**src/rtl/esfa_pkg.sv**
```systemverilog
// Shared types and default constants for the ESFA run sequencer.
package esfa_pkg;

   typedef enum logic [2:0] {
      IDLE,
      ARM,
      RUN,
      SAMPLE,
      GAP,
      DONE
   } esfa_seq_state_t;

   localparam int ESFA_TIMEOUT_CYCLES = 20000;
   localparam int ESFA_GAP_CYCLES     = 2;

endpackage

```
**src/rtl/esfa_sat_accum.sv**
```systemverilog
// Saturating adder-accumulator: sum holds at all-ones once the true total no longer fits.
module esfa_sat_accum #(
   parameter int W = 32
) (
   input  logic         clk,
   input  logic         reset,
   input  logic         clr,
   input  logic         en,
   input  logic [W-1:0] addend,
   output logic [W-1:0] sum
);

   logic [W:0] raw;

   assign raw = {1'b0, sum} + {1'b0, addend};

   always_ff @(posedge clk or negedge reset) begin
      if (!reset) begin
         sum <= '0;
      end else if (clr) begin
         sum <= '0;
      end else if (en) begin
         sum <= raw[W] ? '1 : raw[W-1:0];
      end
   end

endmodule

```
**src/rtl/esfa_run_sequencer.sv**
```systemverilog
// Drives batches of back-to-back ESFA runs, timing each run in clock cycles and
// keeping pass/fail/timeout statistics for host readout.
module esfa_run_sequencer
   import esfa_pkg::*;
#(
   parameter int RUN_CNT_W      = 16,
   parameter int CYCLE_W        = 32,
   parameter int TIMEOUT_CYCLES = ESFA_TIMEOUT_CYCLES,
   parameter int GAP_CYCLES     = ESFA_GAP_CYCLES
) (
   input  logic                 clk,
   input  logic                 reset,
   input  logic                 start,
   input  logic [RUN_CNT_W-1:0] numRuns,
   output logic                 doRun,
   input  logic                 isRunning,
   input  logic                 wasSuccessful,
   output logic                 busy,
   output logic                 done,
   output logic [RUN_CNT_W-1:0] passCount,
   output logic [RUN_CNT_W-1:0] failCount,
   output logic                 timedOut,
   output logic [CYCLE_W-1:0]   lastCycles,
   output logic [CYCLE_W-1:0]   maxCycles,
   output logic [CYCLE_W-1:0]   totalCycles,
   output esfa_seq_state_t      state
);

   localparam int                 GAP_W       = $clog2(GAP_CYCLES + 1);
   localparam logic [GAP_W-1:0]   GAP_LAST    = GAP_W'(GAP_CYCLES - 1);
   localparam logic [CYCLE_W-1:0] TIMEOUT_VAL = CYCLE_W'(TIMEOUT_CYCLES);

   esfa_seq_state_t        state_q, next_state;
   logic [CYCLE_W-1:0]     count_q;
   logic [GAP_W-1:0]       gap_q;
   logic [RUN_CNT_W-1:0]   remaining_q;
   logic                   succ_q;
   logic                   accept;
   logic                   rec_timeout;
   logic                   at_limit;

   assign state    = state_q;
   assign at_limit = (count_q == TIMEOUT_VAL);

   always_ff @(posedge clk or negedge reset) begin
      if (!reset) state_q <= IDLE;
      else        state_q <= next_state;
   end

   always_comb begin
      next_state  = state_q;
      accept      = 1'b0;
      rec_timeout = 1'b0;
      case (state_q)
         IDLE: begin
            if (start) begin
               accept     = 1'b1;
               next_state = (numRuns == '0) ? DONE : ARM;
            end
         end
         ARM: begin
            if (isRunning) begin
               next_state = RUN;
            end else if (at_limit) begin
               rec_timeout = 1'b1;
               next_state  = GAP;
            end
         end
         RUN: begin
            if (!isRunning) begin
               next_state = SAMPLE;
            end else if (at_limit) begin
               rec_timeout = 1'b1;
               next_state  = GAP;
            end
         end
         SAMPLE: next_state = GAP;
         GAP: begin
            if (gap_q == GAP_LAST && !isRunning)
               next_state = (remaining_q != '0) ? ARM : DONE;
         end
         DONE:    next_state = IDLE;
         default: next_state = IDLE;
      endcase
   end

   // doRun lags the state by one register, so the counter only advances once
   // doRun is actually high; that makes the first doRun-high cycle index 0.
   always_ff @(posedge clk or negedge reset) begin
      if (!reset) begin
         count_q <= '0;
         gap_q   <= '0;
         succ_q  <= 1'b0;
      end else begin
         if (next_state == ARM && state_q != ARM)
            count_q <= '0;
         else if ((state_q == ARM || state_q == RUN) &&
                  (next_state == ARM || next_state == RUN) && doRun)
            count_q <= count_q + CYCLE_W'(1);

         if (state_q != GAP)       gap_q <= '0;
         else if (gap_q != GAP_LAST) gap_q <= gap_q + GAP_W'(1);

         if (state_q == RUN && !isRunning) succ_q <= wasSuccessful;
      end
   end

   always_ff @(posedge clk or negedge reset) begin
      if (!reset) begin
         doRun       <= 1'b0;
         busy        <= 1'b0;
         done        <= 1'b0;
         timedOut    <= 1'b0;
         passCount   <= '0;
         failCount   <= '0;
         lastCycles  <= '0;
         maxCycles   <= '0;
         remaining_q <= '0;
      end else begin
         doRun <= (state_q == ARM) || (state_q == RUN) || (state_q == SAMPLE);
         done  <= (state_q == DONE);

         if (accept)                busy <= 1'b1;
         else if (state_q == DONE)  busy <= 1'b0;

         if (accept) begin
            remaining_q <= numRuns;
            timedOut    <= 1'b0;
            passCount   <= '0;
            failCount   <= '0;
            lastCycles  <= '0;
            maxCycles   <= '0;
         end else if (rec_timeout) begin
            failCount   <= failCount + RUN_CNT_W'(1);
            timedOut    <= 1'b1;
            remaining_q <= remaining_q - RUN_CNT_W'(1);
         end else if (state_q == SAMPLE) begin
            lastCycles  <= count_q;
            if (count_q > maxCycles) maxCycles <= count_q;
            if (succ_q) passCount <= passCount + RUN_CNT_W'(1);
            else        failCount <= failCount + RUN_CNT_W'(1);
            remaining_q <= remaining_q - RUN_CNT_W'(1);
         end
      end
   end

   esfa_sat_accum #(
      .W (CYCLE_W)
   ) u_total (
      .clk    (clk),
      .reset  (reset),
      .clr    (accept),
      .en     (state_q == SAMPLE),
      .addend (count_q),
      .sum    (totalCycles)
   );

endmodule

```
**config.mk**
```make
export PLATFORM = sky130hd
export DESIGN_NAME = esfa_run_sequencer
export DESIGN_NICKNAME = d
export VERILOG_FILES = /design/src/rtl/esfa_pkg.sv /design/src/rtl/esfa_sat_accum.sv /design/src/rtl/esfa_run_sequencer.sv
export SDC_FILE = /design/constraint.sdc
export NUM_CORES = 1
export LEC_CHECK = 0
export CORE_MARGIN = 2
export CORE_UTILIZATION = 31
export DETAILED_ROUTE_END_ITERATION = 6
export GPL_TIMING_DRIVEN = 1
export PLACE_DENSITY_LB_ADDON = 0.3
export SETUP_SLACK_MARGIN = 0.15
export SYNTH_ARGS = -nofsm -noshare
export SYNTH_HDL_FRONTEND = slang
export SYNTH_SLANG_ARGS = --single-unit
```
**constraint.sdc**
```tcl
create_clock -name clk -period 3.2 [get_ports clk]
set_input_delay 0.8 -clock clk [delete_from_list [all_inputs] [get_ports clk]]
set_output_delay 0.8 -clock clk [all_outputs]
set_load 0.005 [all_outputs]
```
* Word level (Yosys, flattened, before mapping)
Index checks and enable logic that the tools add are counted.
** Cells by class
- Add/sub/neg operators :: 6
- Multiply operators :: 0
- Divide/modulo/power cells :: 0
- Magnitude comparators :: 1
- Equal/unequal tests :: 14
- Shifts and indexed selects :: 0
- Multiplexer cells :: 43
- Bitwise gates (word level) :: 0
- Reduce and logical (&&, ||, !) cells :: 24
** Operators by type and width (number)
- two-way mux 32 bit :: 12
- two-way mux 16 bit :: 11
- adder 32 x 32 -> 33 bit :: 1
- adder 16 x 1 -> 16 bit, second input constant :: 2
- adder 32 x 1 -> 32 bit, second input constant :: 1
- == test 32 x 15 -> 1 bit, second input constant :: 1
- > comparator 32 bit :: 1
- two-way mux 3 bit :: 7
- logical NOT 16 bit :: 1
- nonzero test 16 bit :: 1
- subtractor 16 x 1 -> 16 bit, second input constant :: 1
- case mux 3 bit (5 select lines) :: 1
- nonzero test 2 bit :: 7
- == test 3 x 2 -> 1 bit, second input constant :: 3
- two-way mux 1 bit :: 9
- == test 3 x 1 -> 1 bit, second input constant :: 2
- == test 3 bit, second input constant :: 2
- inequality test 3 x 1 -> 1 bit, second input constant :: 2
- AND reduction 3 bit :: 2
- logical AND 1 bit :: 5
- two-way mux 2 bit :: 2
- AND reduction 2 bit :: 2
- logical NOT 3 bit :: 1
- logical OR 1 bit :: 3
- other kinds (8) :: 8
** Word-level totals
- Register bits :: 186
- Bits in latches :: 0
- RAM bits :: 0
- ROM bits :: 0
- Input bits :: 21
- Output and inout bits :: 135
- Word-level logic and storage cells :: 102
- Memories kept :: 0

* Longest topological paths before layout
Gate-level depths: netlist of run 1.
- Depth after elaboration :: 10
- Mapped depth :: 13
- Gate-level depth less buffers :: 12

* By module
Synthesis of run 1 repeated with hierarchy kept, for this count alone.
** Second synthesis, totals
- Cells, all modules :: 1223
- Area, all modules :: 11353.4 µm²
** Modules (own cells, without submodules)
- esfa_run_sequencer :: times used 1, cells each 878, area each 8295.5 µm²
- esfa_sat_accum :: times used 1, cells each 345, area each 3057.9 µm²

* Worst setup path after synthesis of run 1
OpenSTA, ideal clock, no wires.
- Kind :: register to register
- From :: reg count_q[0]
- To :: reg u_total.sum[22]
- Library setup time :: 77 ps
- Arrival :: 2705 ps
- Slack :: 418 ps
- Stages on the path, launching flop included :: 13
- Cell sequence :: dfrtp_1 > ha_1 > inv_1 > fa_1 > nor2b_1 > o2111ai_1 > a21oi_1 > nor3_1 > o41ai_1 > a21bo_2 > a21oi_1 > xor2_1 > a21oi_1
** Between the ends
- Cells in the longest elaborated chain, start to end :: 4
** Ends and longest elaborated chain
- start: declaration :: RTL line esfa_run_sequencer.sv:34 : logic [CYCLE_W-1:0] count_q;
- start signal: assignment :: RTL line esfa_run_sequencer.sv:99 : count_q <= count_q + CYCLE_W'(1);
- adder 32 x 32 -> 33 bit :: RTL line esfa_sat_accum.sv:15 : assign raw = {1'b0, sum} + {1'b0, addend};
- two-way mux 32 bit :: RTL line esfa_sat_accum.sv:23 : sum <= raw[W] ? '1 : raw[W-1:0];
- two-way mux 32 bit :: RTL line esfa_sat_accum.sv:22 : end else if (en) begin
- two-way mux 32 bit :: RTL line esfa_sat_accum.sv:20 : end else if (clr) begin
- end signal: assignment :: RTL line esfa_sat_accum.sv:23
- end: declaration :: RTL line esfa_sat_accum.sv:10 : output logic [W-1:0] sum
No other way between the ends. The select of a mux whose other input is x is not followed.
A chain may end at the register's enable or synchronous reset.

* Final worst setup path of run 1
- From :: reg count_q[27]
- To :: reg remaining_q[5]
** Between the ends
- Cells in the longest elaborated chain, start to end :: 6
- Elaborated cells on any way between the ends :: 8
- Those cells by class :: eq/ne (1); mux (6); reduce/logical (1)
** Ends and longest elaborated chain
- == test 32 x 15 -> 1 bit * :: RTL line esfa_run_sequencer.sv:43 : assign at_limit = (count_q == TIMEOUT_VAL);
- two-way mux 1 bit * :: RTL line esfa_run_sequencer.sv:64, esfa_run_sequencer.sv:72
- two-way mux 1 bit, on equally long branches :: RTL line esfa_run_sequencer.sv:70, esfa_run_sequencer.sv:62
- case mux 1 bit (2 select lines) * :: RTL line esfa_run_sequencer.sv:54 : case (state_q)
- two-way mux 16 bit :: RTL line esfa_run_sequencer.sv:133 : end else if (rec_timeout) begin
- two-way mux 16 bit :: RTL line esfa_run_sequencer.sv:126 : if (accept) begin
- end signal: assignment :: RTL line esfa_run_sequencer.sv:127 : remaining_q <= numRuns;
- end signal: assignment :: RTL line esfa_run_sequencer.sv:136 : remaining_q <= remaining_q - RUN_CNT_W'(1);
- end signal: assignment :: RTL line esfa_run_sequencer.sv:142 : remaining_q <= remaining_q - RUN_CNT_W'(1);
- end: declaration :: RTL line esfa_run_sequencer.sv:36 : logic [RUN_CNT_W-1:0] remaining_q;
Mark *: on every way between the ends. The rest lies on a longest branch, timed or not.

==> results.py, run 1 <==
metrics = {
    "outcome": {
        "outcome": "completed",
    },
    "worst_setup_path": {
        "cp_max_fo": 5,
        "worstPathArrival_ns": 3.18,
        "start_kind": "flip-flop",
        "endpoint": "remaining_q[5]$_DFFE_PN0P_",
        "reg2reg_slack_ns": 0.32,
        "crit_required_ns": 3.50,
        "r2r-end": "remaining_q[5]$_DFFE_PN0P_",
        "end_kind": "flip-flop",
        "reg2reg_depth": 11,
        "r2r-start": "count_q[27]$_DFFE_PN0P_",
        "critical_path_class": "reg2reg",
        "timing.critical_path.from": "count_q[27]$_DFFE_PN0P_",
    },
    "logic_synthesis": {
        "yosysMostFrequentCell": "nand2_1",
        "synth_edf_count": 0,
        "synth_top_flop_cell": "dfrtp_1",
        "netlist_area_um2": 10800,
        "async_reset_ff_frac": 1.00,
        "synth.avg_cell_area_um2": 9.00,
        "synth_cell_type_count": 69,
        "synth_area_leaders": "dfrtp_1 43%, ha_1 8.2%, nand2_1 7.0%",
        "syn_inst": 1200,
        "synth_top_cell_by_area": "dfrtp_1",
        "synth_nets": 1293,
        "ys_ff_latch": 186,
        "yosys_warnings": 0,
        "yosysSeqAreaShare": 0.431,
        "synth_top_area_frac": 0.431,
        "synth_common_cells": "200 x nand2_1, 186 x dfrtp_1, 101 x nor2_1",
    },
    "sta": {
        "finalSetupViolCount": 0,
        "worstMarginPinSlew_ns": 1.01,
        "hold_violations": 0,
        "rsz0062_at_grt": "no",
        "tns_ns": 0,
        "slew_viol_final": 0,
        "max_freq_mhz": 347,
        "period_share": 0.901,
        "min_period_ns": 2.88,
        "relSlewSlack": 0.323,
        "clock_skew_ns": 0.0157,
    },
    "power": {
        "powerDensity_nw_per_um2": 520,
        "fin_total_pwr_mw": 7.26,
        "ir_worst_vdd_mv": 0.367,
        "leakagePower_nw": 6.16,
    },
    "routing": {
        "vias": 9381,
        "drt-pass1-iter-count": 5,
        "wl_per_cell_um": 17.3,
        "dr.first_iter.drc_count": 533,
        "routed_wl_um": 32200,
        "drc": 0,
        "avgViaCountPerCell": 5.04,
        "ant_nets": 0,
    },
    "floorplan": {
        "die_area_um2": 36300,
        "ios": 156,
        "die_x_um": 191,
        "chipHeight_um": 191,
        "num_rows": 68,
        "start_util": 0.313,
        "core_um2": 34500,
    },
    "cts": {
        "cts_tree": "done",
        "cts_max_level": 4,
        "cts_buffers": 17,
        "cts-root-buf": "clkbuf_16",
        "clock-sinks": 186,
        "clk_path_buf_depth": 2,
        "clkTransAtPathRegs_ns": 0.08,
        "clk_latency_ns": 0.44,
    },
    "grt": {
        "grt_pass1_wl_um": 51300,
        "antenna_found_initial": 0,
        "grt_pass1_vias": 9104,
        "grt_max_degree": 77,
        "track_usage": 0.180,
        "grt.overflow.total": 0,
    },
    "layout": {
        "diodes": 0,
        "regArea_um2": 4660,
        "multiInputGateArea_um2": 5860,
        "area_delta_synth_final_pct": 29.3,
        "drive_above_1_share": 0.106,
        "nets": 1485,
        "fillCellCount": 3426,
    },
    "placed_design": {
        "port_buffers": 155,
        "gp_congestion": 0.860,
        "dpl.hpwl_um": 23400,
    },
    "job": {
        "drv_cap": 0,
    },
    "worst_hold_path": {
        "hold_path.class": "in2async",
    },
}
[logic make-up after synthesis]
logic type               share of synthesized area
AND/OR/NAND/NOR                              0.206
AO/OA/AOI/OAI                                0.162
flip-flops                                   0.431
buffers and inverters                       0.0374
XOR/XNOR                                    0.0755
adder cells (fa/ha/maj)                     0.0852
multiplexers                               0.00290
[worst max-delay path, cell delays in order, from the launching register on]
cell     delay [ns]
dfrtp_1        0.48
buf_4          0.19
nor4_1         0.38
nand4_1        0.15
buf_4          0.20
nor3_2         0.18
o21ai_1        0.08
a21o_1         0.27
or4_4          0.46
nor3_2         0.14
xnor2_1        0.16
o21ai_2        0.06
[what timing repair did]
item / in CTS / in global routing
endpoints found under the setup margin: 0 / 64
hold buffers: 0 / 0
buffers inserted: 0 / 5
resized for setup: 0 / 20
[state kept, by name, summed over array words and instances, names as in the netlist]
name,flops
gap_q,2
passCount,16
lastCycles,32
failCount,16
remaining_q,16
done,1
count_q,32
maxCycles,32
timedOut,1
state,3
doRun,1
busy,1
succ_q,1
u_total.sum,32
[power breakdown]
part | switching [mW] | internal, mW | total, mW
logic | 1.32 | 0.896 | 2.21
registers | 0.325 | 2.61 | 2.93
clock network | 1.05 | 1.06 | 2.11
[cells in the final DEF, fill, tap and decap left out, types with 6 or more instances in the layout]
cell type	synthesis	routed
dfrtp_1	186	183
nor2b_1	11	10
ha_1	71	69
xor2_1	44	44
clkdlybuf4s50_1	0	154
a21o_1	28	28
inv_1	53	53
and2_1	6	6
nand2b_1	6	6
nand2_1	200	200
a31oi_1	16	14
nor3_1	21	21
nor4_1	10	9
clkbuf_16	0	17
o21ai_0	59	59
a21oi_1	96	95
nand3_1	28	27
nand4_1	19	19
xnor2_1	49	49
o211ai_1	9	9
o21a_1	9	9
o31ai_1	33	33
nor2_1	101	97
and3_1	14	14
or3_1	13	13
buf_4	0	62
[metal layers]
| layer | vias to the layer above | share of wire | global-route usage |
|---|---|---|---|
| met5 | - | 0 | 0 |
| met4 | 0 | 0.013 | 0.0453 |
| met3 | 25 | 0.035 | 0.0223 |
| met2 | 184 | 0.47 | 0.293 |
| met1 | 4593 | 0.48 | 0.254 |
| li1 | 4579 | - | - |
[through the flow]
stage	instances	hold slack [ns]	setup slack [ns]	instance area [um2]	util
2_1_floorplan	1200	0.480	0.418	10800	-
3_3_place_gp	1823	0.492	0.127	13300	0.385
3_5_place_dp	1823	0.499	0.0523	13300	0.385
4_1_cts	1855	0.381	0.191	13800	0.401
5_1_grt	1860	0.396	0.139	14000	0.405
6_report	1860	0.364	0.316	14000	0.405
[how the worst min path moves through the flow]
| stage | startpoint | end | depth (start not counted) |
|---|---|---|---|
| 2_1_floorplan | gap_q[1]$_DFFE_PN0P_ | gap_q[1]$_DFFE_PN0P_ | 2 |
| 3_3_place_gp | timedOut$_DFFE_PN0P_ | timedOut$_DFFE_PN0P_ | 2 |
| 3_5_place_dp | timedOut$_DFFE_PN0P_ | timedOut$_DFFE_PN0P_ | 2 |
| 4_1_cts | reset | u_total.sum[13]$_DFFE_PN0P_ | 1 |
| 5_1_grt | reset | u_total.sum[13]$_DFFE_PN0P_ | 1 |
| 6_report | reset | u_total.sum[13]$_DFFE_PN0P_ | 1 |
[layout make-up]
cell class / instances / area share
well taps: 455 / 0.0408
repair buffers: 221 / 0.150
multi-input cells: 912 / 0.420
flip-flops and latches: 186 / 0.334
inverters: 54 / 0.0145
clock inverters: 14 / 0.00950
clock buffers: 18 / 0.0315
Power figures use the tool's default switching activity.
==> run 2: changes to the inputs <==
- clock period: 3.2 -> 3 ns (I/O delays scaled with it)
==> run 2 against run 1 <==
Clock power up 6%; sequential share of layout area down 0.78 points; first-iteration DRC count increased by 8.3%; global-route usage is essentially flat; via count is 1.2% higher; die area did not move; non-clock buffer count is 23 higher; sequential power up 6.8%; clock-buffer cell count is 1 higher; combinational power is 13% higher; routed wire length is 1.2% higher; highest routed layer unchanged.
==> results.py, run 2 (same netlist as run 1, synthesis figures left out) <==
metrics = {
    "grt": {
        "grt_pass1_vias": 9135,
        "grt_pass1_wl_um": 51000,
        "antenna_found_initial": 0,
        "grt_max_degree": 124,
        "grt.overflow.total": 0,
        "track_usage": 0.181,
    },
    "sta": {
        "worstMarginPinSlew_ns": 0.626,
        "setup_slack_ns": 0.165,
        "max_freq_mhz": 353,
        "period_share": 0.945,
        "clock_skew_ns": 0.0132,
        "finalSetupViolCount": 0,
        "hold_violations": 0,
        "min_period_ns": 2.84,
        "holdWs_ns": 0.286,
        "slew_viol_final": 0,
        "tns_ns": 0,
        "relSlewSlack": 0.578,
        "rsz0062_at_grt": "yes",
    },
    "cts": {
        "cts-hold-fix-buffers": 0,
        "clk_latency_ns": 0.45,
        "cts_tree": "done",
        "cts_max_level": 4,
        "clock-sinks": 186,
        "cts_buffers": 17,
        "clk_path_buf_depth": 2,
        "clkTransAtPathRegs_ns": 0.08,
        "cts-root-buf": "clkbuf_16",
    },
    "floorplan": {
        "core_um2": 34500,
        "start_util": 0.313,
        "die_area_um2": 36300,
        "num_rows": 68,
        "ios": 156,
        "die_x_um": 191,
        "chipHeight_um": 191,
    },
    "layout": {
        "fillCellCount": 3428,
        "nets": 1508,
        "final_util": 0.415,
        "final_common_cell": "nand2_1",
        "stdcell_count": 1882,
        "area_delta_synth_final_pct": 32.4,
        "drive_above_1_share": 0.131,
        "final_area_um2": 14300,
        "final_cell_mix": "200 x nand2_1, 183 x dfrtp_1, 154 x clkdlybuf4s50_1, 95 x nor2_1, 95 x a21oi_1",
        "diodes": 0,
    },
    "routing": {
        "ant_nets": 0,
        "dr.first_iter.drc_count": 577,
        "avgViaCountPerCell": 5.04,
        "wl_per_cell_um": 17.3,
        "drc": 0,
        "routed_wl_um": 32600,
        "drt-pass1-iter-count": 5,
        "vias": 9490,
    },
    "worst_setup_path": {
        "crit_chain": "ha_2, inv_2, fa_2, nor2b_4, o2111ai_2, a21oi_2, nor4_2, buf_4, o31ai_4, nor3_2, o21ai_2, buf_6, clkbuf_16, o21ai_0, nand2_1",
        "slowest_stage": "dfrtp_1",
        "cp_max_fo": 7,
        "critPathMaxStageDelay_ns": 0.37,
        "worstPathArrival_ns": 3.22,
        "critical_path_class": "reg2reg",
        "crit_required_ns": 3.38,
        "start_kind": "flip-flop",
        "end_kind": "flip-flop",
    },
    "placed_design": {
        "postPlaceCellArea_um2": 13400,
        "gp_congestion": 0.861,
        "port_buffers": 155,
        "dpl.hpwl_um": 23600,
        "placed_cells": 1835,
        "place_ws_ns": 0.0303,
    },
    "worst_hold_path": {
        "hold_path.class": "in2async",
    },
    "outcome": {
        "outcome": "completed",
    },
    "power": {
        "leakagePower_nw": 6.29,
        "ir_worst_vdd_mv": 0.457,
        "powerDensity_nw_per_um2": 550,
        "fin_total_pwr_mw": 7.87,
    },
    "job": {
        "drv_cap": 0,
    },
}
==> run 2: cell types whose count changed in the layout (fill, tap and decap cells not counted), sizes merged <==
cell | previous run | this run
buf | 66 | 88
bufinv | 0 | 1
clkbuf | 19 | 21
inv | 61 | 58
clkinv | 5 | 6
clkinvlp | 2 | 1
==> run 2: critical path, delay by kind of cell, from the launching register on <==
kind | cells | cell delay [ns]
AO/OA/AOI/OAI | 5 | 0.88
AND/OR/NAND/NOR | 4 | 0.40
buffers and inverters | 4 | 0.57
adder cells (fa/ha/maj) | 2 | 0.55
flip-flops | 1 | 0.37
==> run 2: metal layers <==
metal | wire length, um | GRT usage
met5 | 0 | 0
met4 | 692 | 0.0558
met3 | 1260 | 0.0313
met2 | 15300 | 0.291
met1 | 15400 | 0.248
==> run 2: worst paths after layout <==
kind | to | from | slack [ns] | cells after the start
max | u_total.sum[4]$_DFFE_PN0P_ | count_q[0]$_DFFE_PN0P_ | 0.16 | 15
min | u_total.sum[13]$_DFFE_PN0P_ | reset | 0.29 | 1
max reg2reg | u_total.sum[4]$_DFFE_PN0P_ | count_q[0]$_DFFE_PN0P_ | 0.16 | 15
min reg2reg | timedOut$_DFFE_PN0P_ | timedOut$_DFFE_PN0P_ | 0.52 | 2
max in group asynchronous | count_q[30]$_DFFE_PN0P_ | reset | 1.96 | 2
min in group clk | timedOut$_DFFE_PN0P_ | timedOut$_DFFE_PN0P_ | 0.52 | 2
==> run 2: cell type report <==
class	instances	area (um2)	share of cell area
multi-input combinational	912	5970	0.417
sequential	186	4660	0.326
timing repair buffer	244	2330	0.163
tap	455	569	0.0398
clock buffer	19	443	0.0310
inverter	54	213	0.0149
clock inverter	12	116	0.00814
==> run 2: what timing repair did <==
item,CTS,global route
setup endpoints to repair,37,81
buffers inserted,2,12
gates resized for setup,11,48
pin swaps,5,16
gates cloned,1,1
==> run 2: power breakdown <==
group	switching (mW)	internal, mW
combinational	1.45	1.04
clock	1.06	1.18
sequential	0.347	2.78
